`src/rtl/serial_adder.sv`:
```
// rtl/serial_adder.sv - bit-serial WIDTH-bit adder around a decoder-based full-adder cell
// Optional SERIAL_ADDER_SUB_EN adds a sub port for a_in-b_in via inverted B and forced carry-in.

module serial_adder_fa (
   input  logic a,
   input  logic b,
   input  logic ci,
   output logic s,
   output logic co
);
   logic [7:0] dec;

   // One-hot minterm decode; sum and carry are ORs of the matching minterms
   assign dec = 8'b0000_0001 << {a, b, ci};
   assign s   = dec[1] | dec[2] | dec[4] | dec[7];
   assign co  = dec[3] | dec[5] | dec[6] | dec[7];
endmodule

module serial_adder #(
   parameter int WIDTH = 8
) (
   input  logic             clk,
   input  logic             rst_n,
   input  logic             start,
   input  logic [WIDTH-1:0] a_in,
   input  logic [WIDTH-1:0] b_in,
   input  logic             cin,
`ifdef SERIAL_ADDER_SUB_EN
   input  logic             sub,
`endif
   output logic             busy,
   output logic             done,
   output logic [WIDTH-1:0] sum_out,
   output logic             cout
);
   localparam int CNT_W = $clog2(WIDTH) + 1;

   typedef enum logic {IDLE, RUN} state_t;

   state_t             state, state_nxt;
   logic               load, last;
   logic [WIDTH-1:0]   a_sh, b_sh, s_sh, s_next;
   logic               c_reg;
   logic [CNT_W-1:0]   cnt;
   logic               fa_sum, fa_carry;
   logic [WIDTH-1:0]   b_load;
   logic               c_load;

`ifdef SERIAL_ADDER_SUB_EN
   assign b_load = sub ? ~b_in : b_in;
   assign c_load = sub ? 1'b1 : cin;
`else
   assign b_load = b_in;
   assign c_load = cin;
`endif

   serial_adder_fa u_fa (
      .a  (a_sh[0]),
      .b  (b_sh[0]),
      .ci (c_reg),
      .s  (fa_sum),
      .co (fa_carry)
   );

   assign s_next = {fa_sum, s_sh[WIDTH-1:1]};
   assign busy   = (state == RUN);

   always_ff @(posedge clk) begin
      if (!rst_n) state <= IDLE;
      else        state <= state_nxt;
   end

   always_comb begin
      state_nxt = state;
      load      = 1'b0;
      last      = 1'b0;
      case (state)
         IDLE: begin
            if (start) begin
               load      = 1'b1;
               state_nxt = RUN;
            end
         end
         RUN: begin
            if (cnt == CNT_W'(WIDTH - 1)) begin
               last      = 1'b1;
               state_nxt = IDLE;
            end
         end
         default: state_nxt = IDLE;
      endcase
   end

   always_ff @(posedge clk) begin
      if (!rst_n) begin
         a_sh    <= '0;
         b_sh    <= '0;
         s_sh    <= '0;
         c_reg   <= 1'b0;
         cnt     <= '0;
         done    <= 1'b0;
         sum_out <= '0;
         cout    <= 1'b0;
      end else begin
         done <= last;
         if (load) begin
            a_sh  <= a_in;
            b_sh  <= b_load;
            c_reg <= c_load;
            cnt   <= '0;
            s_sh  <= '0;
         end else if (state == RUN) begin
            a_sh  <= {1'b0, a_sh[WIDTH-1:1]};
            b_sh  <= {1'b0, b_sh[WIDTH-1:1]};
            s_sh  <= s_next;
            c_reg <= fa_carry;
            cnt   <= cnt + CNT_W'(1);
         end
         // Result registers only move on the final bit, so they hold between completions
         if (last) begin
            sum_out <= s_next;
            cout    <= fa_carry;
         end
      end
   end
endmodule

```
`config.mk`:
```
export PLATFORM = sky130hd
export DESIGN_NAME = serial_adder
export DESIGN_NICKNAME = d
export VERILOG_FILES = /design/src/rtl/serial_adder.sv
export SDC_FILE = /design/constraint.sdc
export NUM_CORES = 1
export LEC_CHECK = 0
export CAP_MARGIN = 40
export CORE_MARGIN = 5
export CORE_UTILIZATION = 50
export DETAILED_ROUTE_END_ITERATION = 12
export MAX_ROUTING_LAYER = met4
export PLACE_DENSITY_LB_ADDON = 0.3
export SLEW_MARGIN = 20
export SYNTH_ARGS = -nofsm -noshare
export SYNTH_HDL_FRONTEND = slang
export SYNTH_SLANG_ARGS = --single-unit
```
`constraint.sdc`:
```
create_clock -name clk -period 1.27 [get_ports clk]
set_input_delay 0.254 -clock clk [delete_from_list [all_inputs] [get_ports clk]]
set_output_delay 0.254 -clock clk [all_outputs]
set_load 0.02 [all_outputs]
```
Word level (Yosys, flattened, before mapping)
Index checks and enable logic that the tools add are counted.
- add/sub/neg operators: 1
- equality and inequality tests: 1
- shift-type cells: 1
- muxes and demuxes: 12
- bitwise operators: 8
- reductions and logical operators: 2
- operators by type and width (operator ; count):
    $mux W8 ; 4
    $shl A1 B3 Y8 const A ; 1
    $mux W1 ; 7
    $or A1 B1 Y1 ; 6
    $add A4 B1 Y4 const B ; 1
    $eq A4 B3 Y1 const B ; 1
    $not A1 Y1 ; 2
    $pmux W1 S2 ; 1
    $reduce_bool A2 Y1 ; 1
    $reduce_or A2 Y1 ; 1
- bits in registers: 40
- input port bits: 20
- output and inout port bits: 11
- logic and storage cells: 34

Longest topological paths before layout
- depth after elaboration: 6
- depth in mapped cells: 5
- gate-level depth less buffers: 4

Hierarchy
Synthesis repeated with hierarchy kept, for this count alone.
- cell total of the unflattened synthesis: 161
- area total of the unflattened synthesis: 1539.0 um2
- by module, submodules not included (module ; instances ; cells an instance ; area each (um2) ; sequential area each (um2)):
    serial_adder ; 1 ; 160 ; 1519.0 ; 780.7
    serial_adder_fa ; 1 ; 1 ; 20.0 ; 0.0

Least setup slack after synthesis
No wires, ideal clock.
- kind: register to register
- start point: reg state (netlist: busy)
- end point: reg a_sh[4]
- setup time: 0.133 ns
- arrival: 0.972 ns
- data required time: 1.137 ns
- setup slack: 0.166 ns
- cell stages (with the launch flop): 5
- path buffers: 1
- period minus slack after synthesis: 1.104 ns
- path through: dfxtp_1 inv_2 clkbuf_1 o21ai_0 a21oi_1
- longest elaborated chain between the ends: 2
- elaborated cells on any way between the ends: 3
- those cells by class: mux: 2; reduce/logical: 1
- ends and longest elaborated chain (what ; line ; RTL):
    start, declared ; 40 ; state_t state, state_nxt;
    start signal, assigned ; 70 ; else state <= state_nxt;
    $mux W1 ; 77 ; case (state)
    $mux W8 / $reduce_bool A2 Y1 (equally long branches) ; n/a ;
    end signal, assigned ; 107 ; a_sh <= a_in;
    end signal, assigned ; 113 ; a_sh <= {1'b0, a_sh[WIDTH-1:1]};
    end, declared ; 42 ; logic [WIDTH-1:0] a_sh, b_sh, s_sh, s_next;
Several ways; a longest one is shown, not always the timed one.
A chain may end at the register's enable or synchronous reset.

Worst setup path after layout
- start point: reg state (netlist: busy)
- end point: out busy
- RTL lines (what ; line ; RTL):
    end, declared ; 31 ; output logic busy,
No word-level cell between the ends.

==> reports/qor.txt <==
TNS Setup - 0 ns
crit path DAT - 0.96 ns
status - finished clean
Yosys cell types - 23
clk_lat worst skew - 0.34 ns
hold crit path type - reg -> reg
final max-slew violation count - 0
I/O Buffers - 30
Clock Skews - 0.006634 ns
register area share after synthesis - 50.81%
starting density of the core - 51.17%
RSZ-0062 raised after global routing - false
number of global-route vias before repair - 1195
cell family with most CP delay - flip-flops
placed insts - 218
TritonRoute pass-1 iters - 3
startpoint types - flop
per-cell routed wire length - 12.63 µm
Hold Startpoint - cout
antenna viol nets, final - 0
Worst-path clk slew - 0.11 ns
critical-path cell list - clkdlybuf4s15_2
max cap viols - 0
P&R area growth vs syn - 25.00%
worst r2r dst - sum_out[7]
H-tree depth - 2
CP Buf/Inv Count - 1
EDFF count, synth - 0
Syn Area/Cell - 9.543 µm²
CTS max path bufs - 2
CTS buffer count - 5
FFs w/ async S/R, synth - 0%
slew at the pin closest to its max-slew limit - 0.3179 ns
nets@finish - 218
Synth area leader - dfxtp_1
Largest stage delay, worst path - 0.36 ns
Slowest cell on crit path - dfxtp_2
CTS tree - yes
WS Path Type - reg -> out
cell with the most instances after synthesis - dfxtp_1
drt first-iter violations - 47
crit-path max FO - 2
initial antenna violation count - 0
Slew headroom - 78.81%
RD Place Congestion - 0.7434
CP required - 1.02 ns
layout cells sized above 1 - 15.74%
Fin. Hold Viols - 0
via count - 1204
residual DRC count - 0
Total GRT Usage - 15.73%
Synth top area share - 50.81%
ranking of synthesized cells by area - dfxtp_1, mux2i_1, o21ai_0
first-pass GRT wire length - 5.002 mm
I/O pins - 31
Final HPWL DP - 2.078 mm
fillcell total - 273
die area - 4282 µm²
Syn Inst Count - 161
Reg2Reg Setup Slack - 0.08 ns
core footprint - 3003 µm²
post-synthesis register bit count - 39
clk root buf - clkbuf_4
top_reg_cell synth - dfxtp_1
antenna cells - 0
f_max - 0.8241 GHz
Post-synth top cells - dfxtp_1, mux2i_1, o21ai_0, a21oi_1, nor2_1
Cell Rows - 20
Endpoint, Worst Hold - cout
P per Cell Area - 1140 nW/µm²
largest net degree at the start of global routing - 30
chip width - 65.44 µm
Worst setup EP type - primary output
global route total overflow - 0
crit path time final - 1.213 ns
total routed wirelength - 2.905 mm
Post-Layout Cell Count - 230
vias per inst - 5.235
reg2reg start - c_reg
Reg2Reg Depth - 3
Total Power - 2.190 mW
top flop regs - a_sh (8), b_sh (8), sum_out (8)
post-synthesis net count - 183
CTS Sinks - 39
Die Y - 65.44 µm
Max VDD drop - 745.6 µV
hold path cells - 2
period utilization - 95.55%
Final setup viols - 0
netlist area before placement - 1536 µm²
leak pwr - 0.8033 nW
Ys Warns - 0
## timing repair
item | in CTS | in global routing
endpoints found under the setup margin | 11 | 28
setup buffers | 0 | 4
resized for setup | 24 | 14
hold buffers | 0 | 0
## cell families after synthesis
| group | count (synthesis) | synth area share, % |
|---|---|---|
| AO/OA/AOI/OAI | 41 | 13.84 |
| flip-flops | 39 | 50.81 |
| AND/OR/NAND/NOR | 36 | 10.02 |
| multiplexers | 25 | 16.29 |
| buffers and inverters | 15 | 5.211 |
| XOR/XNOR | 3 | 1.710 |
| adder cells (fa/ha/maj) | 2 | 2.117 |
## power by group
group          internal [mW]  switching, mW
logic                  0.161          0.128
registers               1.28         0.0302
clock network          0.216          0.380
## how the worst max path moves through the flow
| stage | startpoint | endpoint | slack (ns) | depth (start not counted) |
|---|---|---|---|---|
| floorplan | busy | a_sh[4] | 0.17 | 4 |
| global placement | start | a_sh[6] | -0.08 | 4 |
| detailed placement | start | b_sh[2] | -0.12 | 4 |
| CTS | sum_out[1] | sum_out[1] | 0.0006 | 1 |
| global route | busy | busy | 0.004 | 1 |
| finish | busy | busy | 0.06 | 1 |
## placed cells by master, fill, tap and decap left out, types with 2 or more instances in the layout
| master | n |
|---|---|
| a21oi_1 | 15 |
| buf_12 | 2 |
| buf_2 | 2 |
| buf_4 | 8 |
| clkbuf_1 | 2 |
| clkbuf_2 | 8 |
| clkbuf_4 | 5 |
| clkdlybuf4s50_1 | 19 |
| dfxtp_1 | 37 |
| dfxtp_2 | 2 |
| mux2i_1 | 25 |
| nand2_1 | 11 |
| nand3_1 | 9 |
| nor2_1 | 14 |
| o21ai_0 | 23 |
| xor2_1 | 2 |
## layer usage
metal  vias to the layer above  global-route usage (%)  wire [µm]
met1                       545                   16.83       1305
li1                        626                       -          -
met4                         0                   5.440         10
met3                         4                   6.667        105
met2                        29                   26.17       1482
met5                         -                       -          0
## cell type report
type                            instances  area, µm²  share of cell area, %
Multi-Input combinational cell        107      675.6                  35.18
Sequential cell                        39      783.3                  40.78
Clock buffer                            7      45.04                  2.345
Clock inverter                          1      5.005                 0.2606
Inverter                                2      7.507                 0.3909
Tap cell                               33      41.29                  2.150
Timing Repair Buffer                   41      362.8                  18.89
## stage by stage
step / util (%) / hold slack [ns] / worst slack, ns / instance area, µm²
3_3_place_gp: 62.71 / 0.4537 / -0.08460 / 1883
5_1_grt: 63.96 / 0.4911 / 0.003598 / 1921
6_report: 63.96 / 0.4642 / 0.05650 / 1921
3_5_place_dp: 62.71 / 0.4517 / -0.1159 / 1883
2_1_floorplan: - / 0.4009 / 0.1656 / 1536
4_1_cts: 64.46 / 0.4694 / 0.0005763 / 1936
(Power assumes the default switching activity.)
